**config.mk**
```make
export PLATFORM = sky130hd
export DESIGN_NAME = fifo_ring_param
export DESIGN_NICKNAME = d
export VERILOG_FILES = /design/src/rtl/fifo_ring_param.sv
export SDC_FILE = /design/constraint.sdc
export NUM_CORES = 2
export LEC_CHECK = 0
export ABC_AREA = 0
export CAP_MARGIN = 20
export CORE_MARGIN = 4
export CORE_UTILIZATION = 67
export DETAILED_ROUTE_END_ITERATION = 6
export PLACE_DENSITY_LB_ADDON = 0.08
export SLEW_MARGIN = 40
export SYNTH_ARGS = -nofsm -noshare
export SYNTH_HDL_FRONTEND = slang
export SYNTH_SLANG_ARGS = --single-unit
```
**constraint.sdc**
```tcl
create_clock -name clk -period 9.3 [get_ports clk]
set_input_delay 0.93 -clock clk [delete_from_list [all_inputs] [get_ports clk]]
set_output_delay 0.93 -clock clk [all_outputs]
set_load 0.005 [all_outputs]
```
**src/rtl/fifo_ring_param.sv**
```systemverilog
// fifo_ring_param
//   Parametrised first-word-fall-through ring-buffer FIFO for the
//   noise-canceling datapath. It buffers audio samples between the
//   acquisition bus and the adaptive filter.
//
//   Features: arbitrary DEPTH (power of 2 not required) and DWIDTH, a fill
//   count, programmable almost_full / almost_empty levels, and sticky
//   overflow / underflow flags.
//
//   Optional feature, macro FIFO_PEEK_EN:
//     When defined, the peek_idx / peek_data / peek_valid ports exist.
//     They give random read access at an offset from the head, which the
//     filter uses to read its taps. When the macro is undefined, those
//     ports and their logic are absent.
//
// Handshake (single rule for both sides):
//   wr_ce and rd_ce are single-cycle requests sampled at the rising edge.
//   - A write is accepted when the FIFO is not full, or when a read is
//     requested in the same cycle; the slot being popped is reused.
//   - A read is accepted only when the FIFO holds data.
//   - A rejected request changes no storage, pointer or count. Its only
//     effect is to set the matching sticky error flag.
//   - data_out always shows the head word. A read consumes it at the edge.
`timescale 1ns/1ps

module fifo_ring_param #(
  parameter int DWIDTH   = 32,
  parameter int DEPTH    = 64,
  parameter int AF_LEVEL = 60,
  parameter int AE_LEVEL = 4,
  localparam int AW = $clog2(DEPTH),
  localparam int CW = $clog2(DEPTH + 1)
) (
  input  logic              clk,
  input  logic              rst,
  input  logic              wr_ce,
  input  logic              rd_ce,
  input  logic [DWIDTH-1:0] data_in,
  input  logic              err_clr,
  output logic [DWIDTH-1:0] data_out,
  output logic [CW-1:0]     count,
  output logic              full,
  output logic              empty,
  output logic              almost_full,
  output logic              almost_empty,
  output logic              overflow,
  output logic              underflow
`ifdef FIFO_PEEK_EN
  ,
  input  logic [AW-1:0]     peek_idx,
  output logic [DWIDTH-1:0] peek_data,
  output logic              peek_valid
`endif
);

  // Storage array. It is not reset: the count decides which words are live.
  logic [DWIDTH-1:0] mem_q [DEPTH];

  // Architectural state with its next-state values.
  logic [AW-1:0] wr_ptr_q, wr_ptr_d;
  logic [AW-1:0] rd_ptr_q, rd_ptr_d;
  logic [CW-1:0] count_q,  count_d;
  logic          ovf_q,    ovf_d;
  logic          udf_q,    udf_d;

  // Decoded status from the count register.
  logic is_full;
  logic is_empty;

  // Accepted operations and error events for this cycle.
  logic wr_acc;
  logic rd_acc;
  logic ovf_set;
  logic udf_set;

  // Status decode: every flag is a function of the registered count only,
  // so the flags move one cycle after the operation that changed the count.
  always_comb begin
    is_full  = (count_q == CW'(DEPTH));
    is_empty = (count_q == '0);
  end

  // Request qualification. A write into a full FIFO is accepted only when a
  // pop happens in the same cycle and frees the slot.
  always_comb begin
    wr_acc  = wr_ce & (~is_full | rd_ce);
    rd_acc  = rd_ce & ~is_empty;
    ovf_set = wr_ce & is_full & ~rd_ce;
    udf_set = rd_ce & is_empty;
  end

  // Next-state logic for the pointers, the count and the sticky flags.
  // Pointers wrap explicitly at DEPTH-1 so non-power-of-2 depths work.
  always_comb begin
    wr_ptr_d = wr_ptr_q;
    rd_ptr_d = rd_ptr_q;
    count_d  = count_q;

    if (wr_acc) begin
      wr_ptr_d = (wr_ptr_q == AW'(DEPTH - 1)) ? '0 : wr_ptr_q + 1'b1;
    end
    if (rd_acc) begin
      rd_ptr_d = (rd_ptr_q == AW'(DEPTH - 1)) ? '0 : rd_ptr_q + 1'b1;
    end

    unique case ({wr_acc, rd_acc})
      2'b10:   count_d = count_q + 1'b1;
      2'b01:   count_d = count_q - 1'b1;
      default: count_d = count_q;
    endcase

    // Setting a flag beats clearing it in the same cycle, so an error that
    // lands on the clear pulse is not lost.
    ovf_d = ovf_set | (ovf_q & ~err_clr);
    udf_d = udf_set | (udf_q & ~err_clr);
  end

  // State register. The synchronous reset takes priority over every request.
  always_ff @(posedge clk) begin
    if (rst) begin
      wr_ptr_q <= '0;
      rd_ptr_q <= '0;
      count_q  <= '0;
      ovf_q    <= 1'b0;
      udf_q    <= 1'b0;
    end else begin
      wr_ptr_q <= wr_ptr_d;
      rd_ptr_q <= rd_ptr_d;
      count_q  <= count_d;
      ovf_q    <= ovf_d;
      udf_q    <= udf_d;
    end
  end

  // Storage write. It is gated by reset so that a request in a reset cycle
  // leaves no trace.
  always_ff @(posedge clk) begin
    if (!rst && wr_acc) begin
      mem_q[wr_ptr_q] <= data_in;
    end
  end

  // Output decode. The head word falls through combinationally and is
  // forced to zero while empty.
  always_comb begin
    data_out     = is_empty ? '0 : mem_q[rd_ptr_q];
    count        = count_q;
    full         = is_full;
    empty        = is_empty;
    almost_full  = (count_q >= CW'(AF_LEVEL));
    almost_empty = (count_q <= CW'(AE_LEVEL));
    overflow     = ovf_q;
    underflow    = udf_q;
  end

`ifdef FIFO_PEEK_EN
  // Peek address is (rd_ptr + peek_idx) mod DEPTH.
  // For any valid index the sum is below 2*DEPTH, so one conditional
  // subtract is enough. Invalid indices are masked off by peek_valid.
  logic [AW:0] peek_sum;
  logic [AW:0] peek_wrap;
  logic [AW-1:0] peek_addr;

  // Tap-peek read path, fully combinational from registers and peek_idx.
  always_comb begin
    peek_sum   = {1'b0, rd_ptr_q} + {1'b0, peek_idx};
    peek_wrap  = (peek_sum >= (AW+1)'(DEPTH)) ? peek_sum - (AW+1)'(DEPTH) : peek_sum;
    peek_addr  = peek_wrap[AW-1:0];
    peek_valid = (CW'(peek_idx) < count_q);
    peek_data  = peek_valid ? mem_q[peek_addr] : '0;
  end
`endif

endmodule

```
==> Word-level counts from Yosys, hierarchy flattened <==
Memories as Yosys holds them, arrays and structs flattened. A register that Yosys moved wholly into a read port is not among the register bits.
Index checks and enable logic that the tools add are counted.
{ "word_totals": {"mem_count": 1, "out_inout_bits": 45, "inputBits": 37, "mem_bits_rw": 2048, "reg_bits": 21} }
{ "memory_table": {"columns": ["memory", "depth", "word_bits", "read_ports", "rd_ports_with_merged_regs", "write_ports", "line", "rtl"], "rows": [
  ["mem_q", 64, 32, 1, 1, 1, "57", "logic [DWIDTH-1:0] mem_q [DEPTH];"]
]} }
{ "classes": {"mux": 8, "n_bitwise": 14, "eq_ne": 5, "n_addsub": 4, "n_lt_le_gt_ge": 2, "reduce_logical": 4} }
{ "ops": {"columns": ["op", "n"], "rows": [
  ["$mux W32", 1],
  ["$mux W6", 4],
  ["$pmux W7 S2", 1],
  ["$add A6 B1 Y6 const B", 2],
  ["$eq A6 B6 Y1 const B", 2],
  ["$add A7 B1 Y7 const B", 1],
  ["$and A1 B1 Y1", 7],
  ["$eq A7 B7 Y1 const B", 1],
  ["$ge A7 B6 Y1 const B", 1],
  ["$le A7 B3 Y1 const B", 1],
  ["$logic_not A7 Y1", 1],
  ["$sub A7 B1 Y7 const B", 1],
  ["$not A1 Y1", 4],
  ["$or A1 B1 Y1", 3],
  ["$eq A2 B1 Y1 const B", 1],
  ["$eq A2 B2 Y1 const B", 1],
  ["$mux W1", 2],
  ["$reduce_bool A2 Y1", 1],
  ["$logic_and A1 B1 Y1", 1],
  ["$logic_not A1 Y1", 1]
]} }

==> Logic depth before layout (Yosys ltp) <==
{ "logic_depth": {"ltp_word": 7, "mapped_depth": 13, "depth_no_buf": 12} }

==> Least setup slack after synthesis <==
Ideal clock, no wire load.
{ "synth_path": {"path_type": "in2reg", "startpoint": "input rd_ce", "endpoint": "register count_q[6] (netlist: count[6])", "arrival_ps": 3570, "n_path_buf": 0, "stages": 9, "slack_ps": 5609, "setup_ps": 121, "t_required_ps": 9179, "cell_sequence": "o41ai_2 > ha_1 > ha_1 > nor2b_1 > o21ai_0 > a21boi_0 > or4_1 > nand3_1 > mux2_2"} }
{ "synth_via": {"elab_chain_len": 4, "elab_cells_between_ends": 7, "cone_classes": "eq/ne (2); mux (1); bitwise (3); reduce/logical (1)"} }
{ "synth_rtl": {"columns": ["element", "line", "rtl"], "rows": [
  ["from (decl)", "37", "input logic rd_ce,"],
  ["$or A1 B1 Y1", "86", "wr_acc = wr_ce & (~is_full | rd_ce);"],
  ["$and A1 B1 Y1", "86", null],
  ["$eq A2 B1 Y1 / $eq A2 B2 Y1 (equally long branches)", "106", "unique case ({wr_acc, rd_acc})"],
  ["$pmux W7 S2 / $reduce_bool A2 Y1 (equally long branches)", null, null],
  ["to (signal assigned)", "129", "count_q <= count_d;"],
  ["to (decl)", "62", "logic [CW-1:0] count_q, count_d;"]
]} }
Parallel ways exist; a longest one is shown, timed or not.
A chain may end at the register's enable or synchronous reset.

==> results.json <==
{
  "status": "finished clean",
  "max_slew_margin_pct": 33.16,
  "rr_startpoint": "count[3]",
  "clock_path_buffers": 3,
  "dieWidth_um": 352.9,
  "synth_simple_gate_area_share_pct": 1.470,
  "finalCriticalPeriod_ns": 6.423,
  "avgSynthCellArea_um2": 23.59,
  "worst-path-max-fanout": 59,
  "synthMuxAreaShare_pct": 17.39,
  "vias_per_cell": 7.354,
  "nFillCells": 5940,
  "synthFlopType": "edfxtp_1",
  "initial_core_util_pct": 67.49,
  "ys_seq_area_share_pct": 77.85,
  "htree_levels": 4,
  "required_ns": 8.37,
  "rsz0062_at_grt": "no",
  "layout_common_cells": "edfxtp_1 (2048), mux4_2 (569), clkbuf_16 (203)",
  "synth_area_um2": 79690,
  "wl_per_cell_um": 39.30,
  "fin_area_um2": 89560,
  "first_pass_iters": 6,
  "finalWorstSetupSlack_ns": 2.877,
  "numPortBuffers": 81,
  "mostFrequentLayoutCell": "edfxtp_1",
  "slew_violations": 0,
  "p_sw_mw": 5.281,
  "leakagePower_nw": 27.07,
  "worstSetupPathType": "reg -> out",
  "hpwl_um": 111100,
  "synth_compound_area_share_pct": 1.561,
  "numCtsBuffers": 195,
  "layout.nets": 3655,
  "drive_gt1_share_pct": 29.31,
  "cts.reportedPaths.clkPinSlew_ns": 0.06,
  "dpl_cell_area_um2": 83130,
  "grt_antenna_before_repair": 7,
  "synth_edf_count": 2048,
  "grt_use_total_pct": 34.18,
  "setup_tns_ns": 0,
  "insertion_delay_ns": 0.81,
  "ys_top_cells_by_area": "edfxtp_1 (77%), mux4_2 (16%), mux2i_1 (1.0%), dfxtp_1 (0.68%), nor2_1 (0.53%)",
  "synth_fa_ha_area_share_pct": 0.1507,
  "hp-class": "reg -> reg",
  "yosysTopAreaCellShare_pct": 77.18,
  "postCtsResizedCells": 0,
  "coreArea_um2": 118100,
  "ant_nets": 0,
  "drc": 0,
  "worst_pin_slew_ns": 1.003,
  "syn_inst": 3378,
  "worstHoldStart": "overflow",
  "max-vdd-ir-drop_mv": 0.3653,
  "r2r_cells": 12,
  "drt-total-wl_um": 208600,
  "synth_xor_area_share_pct": 0.1319,
  "skew_ns": 0.02787,
  "finalHoldViolations": 0,
  "grt_pass1_wl_um": 296300,
  "hold_ws_ns": 0.4904,
  "globalRoute.totalOverflow": 0,
  "cap_viol_max_count": 0,
  "dieArea_um2": 124500,
  "synthToLayoutAreaGrowth_pct": 12.39,
  "setup_viol": 0,
  "top_level_ports": 82,
  "pre_cts_ws_ns": 3.760,
  "cts_tree": "done",
  "synth_warnings": 0,
  "p_seq_share_pct": 47.8,
  "cts-root-buf": "clkbuf_16",
  "internal_power_mw": 16.48,
  "period_share_pct": 69.06,
  "vias": 39040,
  "rows": 126,
  "grt_max_degree": 103,
  "p_per_area_nw_per_um2": 243.0,
  "synth.distinct_cells": 58,
  "synth_seq_cells": 2075,
  "synth_top_family_by_area": "multiplexers",
  "hold_path_depth": 2,
  "syn_nets": 3424,
  "critPathCaptureType": "output port",
  "netSwitchingFraction_pct": 24.27,
  "worstPathArrival_ns": 5.49,
  "cts_hold_buf": 0,
  "yosys.area.top_type": "edfxtp_1",
  "cp-start-kind": "flip-flop",
  "pwr-share-clk_pct": 35.9,
  "async_flop_share_pct": 0,
  "rrSetupSlack_ns": 5.22,
  "first_iter_violations": 6846,
  "numClockSinks": 2075,
  "die_h_um": 352.9,
  "grt_pass1_vias": 39420,
  "cts_setup_buffers": 0,
  "place_congestion": 0.8146,
  "max_freq_mhz": 155.7,
  "combPwrFrac_pct": 16.4
}
per-stage QoR:
stage	std cells	power (mW)	utilization [%]
final	5309	21.76	75.85
after floorplan	3378	12.85	-
after CTS	5299	21.80	75.70
after detailed placement	4941	14.10	70.41
after global placement	4919	14.03	69.86
after global routing	5309	22.44	75.85
flip-flops by register name, summed over array words and instances, names as in the netlist, named ones only:
register / cells
underflow: 1
overflow: 1
count: 7
mem_q: 2048
wr_ptr_q: 6
rd_ptr_q: 6
per-layer routing:
layer  GRT usage (%)  part of all wire (%)  routed length [um]  up-vias
li1                -                     -                   -    14950
met1           50.07                    35               73450    20600
met2           51.99                    47               98880     3005
met3           7.938                    13               27720      490
met4           12.78                   4.1                8566        0
met5               0                     0                   0        -
critical path, cell delays in order (launching register included):
cell and delay [ns]:
dfxtp_4 0.66, buf_4 0.63, buf_12 0.34, buf_16 0.40, mux4_2 0.57, nor2b_1 0.15, a211oi_1 0.54, a21oi_1 0.08
a22oi_1 0.55, nand2_1 0.16, clkdlybuf4s50_1 0.48
layout make-up:
| cell class | instances | area [um^2] | area share (%) |
|---|---|---|---|
| multi-input combinational | 1113 | 17010 | 18.99 |
| sequential | 2075 | 62060 | 69.29 |
| clock buffer | 243 | 5290 | 5.907 |
| clock inverter | 115 | 964.7 | 1.077 |
| antenna | 3 | 7.507 | 0.008382 |
| tap | 1536 | 1922 | 2.146 |
| inverter | 10 | 37.54 | 0.04191 |
| timing repair buffer | 214 | 2270 | 2.534 |
power groups by stage:
stage / registers [mW] / logic [mW] / clock network, mW
final: 10.4 / 3.56 / 7.81
after global placement: 10.6 / 3.44 / 0
after detailed placement: 10.6 / 3.51 / 0
after floorplan: 10.5 / 2.30 / 0
after global routing: 10.4 / 3.75 / 8.29
after CTS: 10.4 / 3.54 / 7.87
kinds of logic after synthesis:
family | Yosys count
AO/OA/AOI/OAI | 180
flip-flops | 2075
buffers and inverters | 190
AND/OR/NAND/NOR | 247
multiplexers | 665
adder cells (fa/ha/maj) | 9
XOR/XNOR | 12
synth_stat cells, types with 14 or more instances:
master    count
edfxtp_1   2048
mux4_2      569
nor2_1      112
mux2i_1      80
buf_2        51
clkbuf_1     48
a22oi_1      44
buf_4        40
a21oi_1      35
nand2_1      32
dfxtp_1      27
nor2b_1      27
buf_6        22
nor3_1       22
a211oi_1     19
buf_1        15
o22ai_1      14
path summary, 6_finish.rpt:
check | endpoint
max | data_out[28]
min | overflow
max reg2reg | count[6]
min reg2reg | overflow
No activity file was read; power rests on OpenSTA's default activity.
